==> src/rtl/cussen_uniq_tx.sv <==
// cussen_uniq_tx: streams a captured 9-entry ascending set one beat at a time.
// By default all nine entries are emitted; define CUSSEN_TX_DEDUP_EN to skip duplicates.
// Latency: the first beat is valid one cycle after start is sampled in IDLE.
// Backpressure: out_valid/out_ready; data, last and index hold while stalled.
module cussen_uniq_tx (
  input  logic       clk,
  input  logic       rst,
  input  logic       start,
  input  logic [7:0] in1,
  input  logic [7:0] in2,
  input  logic [7:0] in3,
  input  logic [7:0] in4,
  input  logic [7:0] in5,
  input  logic [7:0] in6,
  input  logic [7:0] in7,
  input  logic [7:0] in8,
  input  logic [7:0] in9,
  input  logic [3:0] unique_count,
  output logic [7:0] out_data,
  output logic       out_valid,
  input  logic       out_ready,
  output logic       out_last,
  output logic       busy,
  output logic       done,
  output logic       err
);

  typedef enum logic [1:0] {IDLE, SEND, DONE} state_t;

  state_t      state;
  logic [71:0] sbuf;      // captured set, entry k at [8k+7:8k]
  logic [3:0]  idx;       // index of the beat currently on out_data
  logic [3:0]  beat_cnt;  // beats transferred so far
  logic [71:0] in_flat;

  logic [3:0]  nidx;      // index of the beat after the current one
  logic [3:0]  nidx_sel;  // nidx clamped to a legal entry
  logic        nxt_last;  // the beat at nidx is the final one
  logic        cap_last;  // the first beat of the incoming set is the final one
  logic [3:0]  exp_cnt;   // beat count that a clean set must produce

  assign in_flat = {in9, in8, in7, in6, in5, in4, in3, in2, in1};

`ifdef CUSSEN_TX_DEDUP_EN
  logic [3:0] ucnt_q;

  // Smallest j > i whose value differs from entry i; 9 means no such entry.
  function automatic logic [3:0] next_of(input logic [71:0] v, input logic [3:0] i);
    logic [3:0] r;
    int         ii;
    ii = int'(i);
    r  = 4'd9;
    for (int j = 8; j >= 1; j--) begin
      if (j > ii && v[j*8 +: 8] != v[ii*8 +: 8]) begin
        r = j[3:0];
      end
    end
    return r;
  endfunction

  // Dedup walk: jump over the run of equal values following the current beat.
  always_comb begin
    nidx     = next_of(sbuf, idx);
    nidx_sel = (nidx > 4'd8) ? 4'd8 : nidx;
    nxt_last = (next_of(sbuf, nidx_sel) == 4'd9);
    cap_last = (next_of(in_flat, 4'd0) == 4'd9);
    exp_cnt  = ucnt_q;
  end
`else
  logic unused_ucnt;
  assign unused_ucnt = ^unique_count;

  // Plain walk: every entry is a beat, the ninth is last.
  always_comb begin
    nidx     = idx + 4'd1;
    nidx_sel = (nidx > 4'd8) ? 4'd8 : nidx;
    nxt_last = (nidx_sel == 4'd8);
    cap_last = 1'b0;
    exp_cnt  = 4'd9;
  end
`endif

  // Control FSM with all outputs registered.
  always_ff @(posedge clk or posedge rst) begin
    if (rst) begin
      state     <= IDLE;
      sbuf      <= '0;
      idx       <= '0;
      beat_cnt  <= '0;
      out_data  <= 8'd0;
      out_valid <= 1'b0;
      out_last  <= 1'b0;
      busy      <= 1'b0;
      done      <= 1'b0;
      err       <= 1'b0;
`ifdef CUSSEN_TX_DEDUP_EN
      ucnt_q    <= '0;
`endif
    end else begin
      case (state)
        IDLE: begin
          out_valid <= 1'b0;
          out_last  <= 1'b0;
          done      <= 1'b0;
          busy      <= 1'b0;
          if (start) begin
            sbuf      <= in_flat;
`ifdef CUSSEN_TX_DEDUP_EN
            ucnt_q    <= unique_count;
`endif
            beat_cnt  <= '0;
            err       <= 1'b0;
            idx       <= '0;
            out_data  <= in1;
            out_valid <= 1'b1;
            out_last  <= cap_last;
            busy      <= 1'b1;
            state     <= SEND;
          end
        end
        SEND: begin
          if (out_valid && out_ready) begin
            beat_cnt <= beat_cnt + 4'd1;
            if (out_last) begin
              out_valid <= 1'b0;
              out_last  <= 1'b0;
              done      <= 1'b1;
              state     <= DONE;
            end else begin
              idx      <= nidx_sel;
              out_data <= sbuf[nidx_sel*8 +: 8];
              out_last <= nxt_last;
            end
          end
        end
        DONE: begin
          done  <= 1'b0;
          busy  <= 1'b0;
          err   <= (beat_cnt != exp_cnt);
          state <= IDLE;
        end
        default: begin
          state     <= IDLE;
          out_valid <= 1'b0;
          out_last  <= 1'b0;
          busy      <= 1'b0;
          done      <= 1'b0;
        end
      endcase
    end
  end

endmodule

==> config.mk <==
export PLATFORM = sky130hd
export DESIGN_NAME = cussen_uniq_tx
export DESIGN_NICKNAME = d
export VERILOG_FILES = /design/src/rtl/cussen_uniq_tx.sv
export SDC_FILE = /design/constraint.sdc
export NUM_CORES = 1
export LEC_CHECK = 0
export ABC_CLOCK_PERIOD_IN_PS = 5150
export CAP_MARGIN = 25
export CORE_UTILIZATION = 30
export CTS_CLUSTER_SIZE = 30
export DETAILED_ROUTE_END_ITERATION = 16
export GPL_ROUTABILITY_DRIVEN = 0
export PLACE_DENSITY_LB_ADDON = 0.12
export SKIP_LAST_GASP = 1
export SYNTH_ARGS = -nofsm -noshare
export SYNTH_HDL_FRONTEND = slang
export SYNTH_SLANG_ARGS = --single-unit
==> constraint.sdc <==
create_clock -name clk -period 5.15 [get_ports clk]
set_input_delay 1.545 -clock clk [delete_from_list [all_inputs] [get_ports clk]]
set_output_delay 1.545 -clock clk [all_outputs]
set_load 0.005 [all_outputs]
Yosys cells after proc, flatten, opt, wreduce, memory -nomap -nowiden
Index checks and enable logic that the tools add are counted.
- bits in registers: 95
- output and inout bits: 13
- word-level logic and storage cells: 63
- $add $sub $neg: 2
- equality and inequality tests: 8
- bitwise gates (word level): 1
- magnitude comparators: 1
- shifts and indexed selects: 1
- reductions and logical operators: 12
- muxes and demuxes: 28
- operator list (kind ; number):
    72-bit by 8-bit variable part select with 8-bit output ; 1
    8-bit two-way mux ; 3
    4-bit two-way mux ; 5
    4-bit one-hot mux with 2 select lines ; 2
    8-bit one-hot mux with 2 select lines ; 1
    1-bit two-way mux ; 9
    3-bit AND reduction ; 3
    4-bit by 1-bit adder with 4-bit output, second input constant ; 2
    2-bit != test, second input constant ; 4
    2-bit AND reduction ; 4
    2-bit two-way mux ; 3
    1-bit one-hot mux with 2 select lines ; 3
    4-bit equality test, second input constant ; 1
    4-bit > comparator, second input constant ; 1
    4-bit != test, second input constant ; 1
    2-bit one-hot mux with 2 select lines ; 1
    4-bit AND reduction ; 1
    2-bit nonzero test ; 2
    1-bit one-hot mux with 3 select lines ; 1
    2-bit by 1-bit equality test with 1-bit output, second input constant ; 1
    2-bit equality test, second input constant ; 1
    2-bit logical NOT ; 1
    1-bit logical AND ; 1
    1-bit NOT ; 1

Longest topological paths before layout
Gate-level depths: netlist (run 1).
- depth in word-level cells: 7
- gate-level depth with buffers: 8

Worst setup path after synthesis (run 1)
Ideal clock, no wire load.
- kind: input -> register
- start point: input port start
- end point: register sbuf[50]
- arrival time: 2475 ps
- path slack: 2558 ps
- stages on the path: 7
- cell sequence: nand2b_1 > or2_2 > buf_2 > buf_2 > buf_2 > nand2_1 > nand2_1
- cells in the longest elaborated chain, start to end: 1
- ends and longest elaborated chain (element ; line ; RTL):
    start: declaration ; 8 ; input logic start,
    2-bit AND reduction (no source line) ; -- ;
    end signal: assignment ; 107 ; sbuf <= in_flat;
    end: declaration ; 31 ; logic [71:0] sbuf;
No other way between the ends.
A chain may end at the register's enable or synchronous reset.

Final worst setup path (run 1)
- start point: input port start
- end point: register out_data[4]
- cells in the longest elaborated chain, start to end: 2
- ends and longest elaborated chain (element ; line ; RTL):
    2-bit != test (no source line) ; -- ;
    4-bit AND reduction (no source line) ; -- ;
    end signal: assignment ; 114 ; out_data <= in1;
    end signal: assignment ; 131 ; out_data <= sbuf[nidx_sel*8 +: 8];
    end: declaration ; 19 ; output logic [7:0] out_data,
No other way between the ends.

==> impl_metrics.yaml, run 1 <==
floorplan:
  core_um2: 14800
  die_w_um: 126
  ios: 93
  die_area_um2: 15900
  die_h_um: 126
  core.rowCount: 44
  start_util: 0.313
logic_synthesis:
  yosysTopAreaCellShare: 0.516
  syn_area_per_cell_um2: 8.97
  synth_seq_area_share: 0.516
  synth_common_cells: "nand2_1 (231), dfrtp_1 (95), mux2i_1 (20), o21ai_0 (20), a31oi_1 (16)"
  ys_seq_elements: 95
  synth_flop_cell: "dfrtp_1"
  synthCells: 514
  synthDistinctLibCells: 44
  ys_async_sr_fraction: 1.00
  synth_edf_count: 0
  synthTopCellsByArea: "dfrtp_1 (52%), nand2_1 (19%), mux2i_1 (4.3%)"
  yosys_warnings: 0
  synth_fp_nets: 598
  yosysMostFrequentCell: "nand2_1"
  synth.largest_area_cell: "dfrtp_1"
  syn-cell-area_um2: 4610
timing:
  fin_crit_sh: 0.610
  rsz0062_at_grt: "false"
  finalMaxSlewViolations: 0
  setup_viol: 0
  worst_slack_ns: 2.01
  worstMarginPinSlew_ns: 0.745
  finalSetupTns_ns: 0
  slew_headroom: 0.498
  hold_viol_final: 0
  clock_skew_ns: 0.00725
  period_minus_slack_ns: 3.14
  max_freq_mhz: 318
final_layout:
  seq_area_um2: 2380
  syn_to_final_growth_pct: 30.3
  n_fill_cell: 1537
  nNetsFinal: 676
  num_antenna_cells: 0
  multi_input_area_um2: 2080
  drive_above_1_share: 0.0620
clock_tree:
  cts_root_buf: "clkbuf_16"
  cts_hold_buf: 0
  tritoncts: "yes"
  cts_resized: 0
  clockBufferDepth: 2
  cts_sinks: 95
  ctsHtreeMaxLevel: 3
  cts_buffers: 9
  post_cts.repair.setup_buffers: 0
  clkTransAtPathRegs_ns: 0.06
  clk_latency_ns: 0.35
global_route:
  antenna_found_initial: 0
  grt-ovfl-total: 0
  grt_first_pass_wirelength_um: 20600
  grt_pass1_vias: 3841
  grt_max_degree: 48
  grtUsageTotal: 0.170
worst_setup_path:
  crit_path_max_fanout: 31
  critPathArrivalTime_ns: 3.41
  worstPathRequired_ns: 5.41
  end_kind: "flip-flop"
  crit_type: "primary input to flip-flop"
  cp-start-kind: "primary input"
route:
  wl_met2_um: 6190
  finalWirelength_um: 12500
  m1WireLength_um: 5750
  maxUsedRoutingLayer: "met4"
  wl_per_cell_um: 16.0
  drcViolationCount: 0
  via_per_inst: 4.88
  drtIter0Drc: 240
  dr_wl_met3_um: 397
  first_pass_iters: 5
  detail-route-antenna-nets: 0
  via_count: 3811
power:
  p_leak_nw: 2.86
  irDropWorstVdd_v: 0.000212
  powerDensity_nw_per_um2: 617
place:
  io_buffers: 88
  place_ws_ns: 1.65
  hpwl_um: 9140
run_status:
  outcome: "finished, final reports clean"
job:
  drv_cap: 0
min_path:
  hp-class: "flip-flop to flip-flop"
==> layout by cell type, fill, tap and decap left out, drive strengths merged, types with 9 or more instances in the layout <==
master / n
a21oi: 12
a31oi: 16
buf: 9
clkbuf: 11
clkdlybuf4s50: 88
dfrtp: 95
mux2i: 20
nand2: 231
nor2: 10
nor4: 10
o21ai: 22
==> worst max-delay path, stage by stage <==
cell and delay (ns):
clkdlybuf4s50_1 0.46, nand2b_1 0.24, or2_2 0.47, buf_4 0.42
o22ai_1 0.12, a31oi_1 0.15
==> kinds of logic (layout without fill, tap and decap cells) <==
| kind of cell | Yosys count | after routing | synth area share |
|---|---|---|---|
| simple gates | 280 | 280 | 0.253 |
| flops | 95 | 95 | 0.516 |
| compound gates | 71 | 71 | 0.0966 |
| buf+inv | 34 | 117 | 0.0358 |
| mux | 26 | 26 | 0.0752 |
| fa+ha+maj | 4 | 4 | 0.0109 |
| xor+xnor | 4 | 4 | 0.0133 |
==> layout make-up <==
class	instances	share of cell area
clock buffers	11	0.0404
clock inverters	5	0.0175
inverters	4	0.00271
multi-input cells	385	0.346
flip-flops and latches	95	0.396
well taps	184	0.0383
repair buffers	97	0.160
==> worst paths after layout <==
check	from	slack, ns	depth (start not counted)	endpoint
worst max-delay path	start	2.01	6	out_data[4]
worst min-delay path	sbuf[28]	0.47	2	sbuf[28]
worst max register to register	idx[0]	2.65	5	out_data[0]
worst min register to register	sbuf[28]	0.47	2	sbuf[28]
max in group asynchronous	rst	2.83	3	sbuf[10]
min in group asynchronous	rst	1.49	2	beat_cnt[2]
==> per-layer routing <==
metal  vias up  global-route usage
li1       1871                   -
met1      1836               0.221
met2        94               0.285
met3        10              0.0340
met4         0              0.0503
met5         -                   0
==> sequential cells by signal, summed over array words and instances (netlist names) <==
register	count
beat_cnt	4
out_last	1
sbuf	72
done	1
out_data	8
err	1
idx	4
busy	1
state	2
out_valid	1
==> power by group <==
group | total [mW] | switching [mW] | internal (mW)
clock network | 0.773 | 0.285 | 0.488
registers | 1.34 | 0.245 | 1.09
logic | 1.60 | 0.877 | 0.721
total | 3.71 | 1.41 | 2.30
==> per-stage QoR <==
stage,hold slack (ns),util,instances,cell area (µm²),total power [mW]
3_3_place_gp,0.453,0.382,763,5630,2.92
2_1_floorplan,0.437,-,514,4610,2.43
4_1_cts,0.478,0.407,780,6000,3.75
3_5_place_dp,0.460,0.383,764,5650,2.96
5_1_grt,0.493,0.407,781,6010,4.01
6_report,0.473,0.407,781,6010,3.71
Power figures use the tool's default switching activity.
==> run 2: changes to the inputs <==
Settings changed: ABC_CLOCK_PERIOD_IN_PS 5150 to 2500.
Clock period 5.15 ns to 2.5 ns, I/O delays scaled along.
==> impl_metrics.yaml, run 2 (synthesis results as in run 1) <==
run_status:
  outcome: "finished, final reports clean"
final_layout:
  layoutNonFillerInstCount: 783
  reg_top3: "sbuf (72), out_data (8)"
  layout_commonest_cell: "nand2_1"
  drive_above_1_share: 0.0668
  largest_register: "sbuf"
  syn_to_final_growth_pct: 30.5
  mostFrequentLayoutCells: "nand2_1 (231), dfrtp_1 (95), clkdlybuf4s50_1 (88)"
  largest_reg_flops: 72
  nNetsFinal: 679
  fin_util: 0.408
  n_fill_cell: 1484
  num_antenna_cells: 0
floorplan:
  start_util: 0.313
  core.rowCount: 44
  die_area_um2: 15900
  die_w_um: 126
  die_h_um: 126
  core_um2: 14800
  ios: 93
global_route:
  antenna_found_initial: 0
  grt_first_pass_wirelength_um: 20100
  grtUsageTotal: 0.166
  grt-ovfl-total: 0
  grt_max_degree: 96
  grt_pass1_vias: 3778
power:
  p_leak_nw: 2.87
  total_power_mw: 7.51
  p_switching_mw: 2.92
  pwr-share-seq: 0.362
  sw_frac_of_total: 0.388
  p_comb_frac: 0.449
  p_int_mw: 4.59
  clkPwrFrac: 0.188
  irDropWorstVdd_v: 0.000588
  powerDensity_nw_per_um2: 1250
timing:
  finalMaxSlewViolations: 0
  slew_headroom: 0.550
  max_freq_mhz: 442
  worstMarginPinSlew_ns: 0.667
  finalSetupTns_ns: 0
  rsz0062_at_grt: "false"
  period_minus_slack_ns: 2.26
  fin_crit_sh: 0.904
  clock_skew_ns: 0.00602
  worst_slack_ns: 0.239
  setup_viol: 0
  hold_viol_final: 0
worst_setup_path:
  critPathArrivalTime_ns: 2.48
  cp_slowest_cell: "mux4_2"
  ff2ff_setup_slack_ns: 0.24
  max_stage_delay_ns: 0.57
  worstPathRequired_ns: 2.72
  crit_type: "flip-flop to flip-flop"
  crit_path_max_fanout: 7
  crit_chain: "ha_1 -> xor2_4 -> mux4_2 -> a222oi_1 -> a21oi_1"
  end_kind: "flip-flop"
  cp-start-kind: "flip-flop"
place:
  dpl.cell_count: 768
  hpwl_um: 8680
  io_buffers: 88
  place_ws_ns: 0.109
clock_tree:
  tritoncts: "yes"
  clkTransAtPathRegs_ns: 0.07
  cts_buffers: 9
  cts_root_buf: "clkbuf_16"
  clk_latency_ns: 0.35
  cts_sinks: 95
  clockBufferDepth: 2
  cts_hold_buf: 0
  ctsHtreeMaxLevel: 3
route:
  detail-route-antenna-nets: 0
  m1WireLength_um: 5890
  via_count: 3786
  drtIter0Drc: 229
  first_pass_iters: 4
  via_per_inst: 4.84
  wl_per_cell_um: 15.7
  wl_met2_um: 5590
  finalWirelength_um: 12300
  dr_wl_met3_um: 538
  maxUsedRoutingLayer: "met4"
  drcViolationCount: 0
min_path:
  hp-class: "flip-flop to flip-flop"
job:
  drv_cap: 0
run 2: area by class of cell:
cell class | instances | area [µm²] | share of cell area
clock buffer | 11 | 253 | 0.0420
clock inverter | 4 | 55.1 | 0.00915
inverter | 4 | 18.8 | 0.00312
multi-input combinational | 385 | 2080 | 0.345
sequential | 95 | 2380 | 0.395
tap | 184 | 230 | 0.0383
timing repair buffer | 100 | 1010 | 0.168
run 2: layer usage:
layer  global-route usage  vias up
met5                    0        -
li1                     -     1877
met2                0.253       88
met3               0.0319       15
met4               0.0744        0
met1                0.227     1806
run 2: power by group through the flow:
stage               registers (mW)  clock network [mW]  logic [mW]
floorplan                     2.57                   0        2.43
detailed placement            2.74                   0        3.40
global route                  2.81                1.53        3.79
global placement              2.73                   0        3.33
CTS                           2.72                1.47        3.41
finish                        2.72                1.41        3.37
run 2: what timing repair did:
action / 4_1_cts / 5_1_grt
endpoints found under the setup margin: 0 / 5
setup buffers: 0 / 0
gates resized for setup: 0 / 1
run 2: stage by stage:
stage,hold slack [ns],area [µm²]
floorplan,0.437,4610
global placement,0.451,5710
detailed placement,0.459,5710
CTS,0.478,6020
global route,0.494,6020
finish,0.472,6020
run 2: worst max-delay path: cells and delay by family, from the launching register on:
kind            cells  cell delay, ns
compound gates      2            0.44
xor+xnor            1            0.34
fa+ha+maj           1            0.40
flops               1            0.38
mux                 1            0.57
run 2: worst paths after layout:
path	from	endpoint	depth (start not counted)
setup / recovery	idx[0]	out_data[0]	5
hold / removal	sbuf[6]	sbuf[6]	2
setup reg to reg	idx[0]	out_data[0]	5
hold reg to reg	sbuf[6]	sbuf[6]	2
max in group asynchronous	rst	sbuf[43]	3
min in group asynchronous	rst	sbuf[24]	3
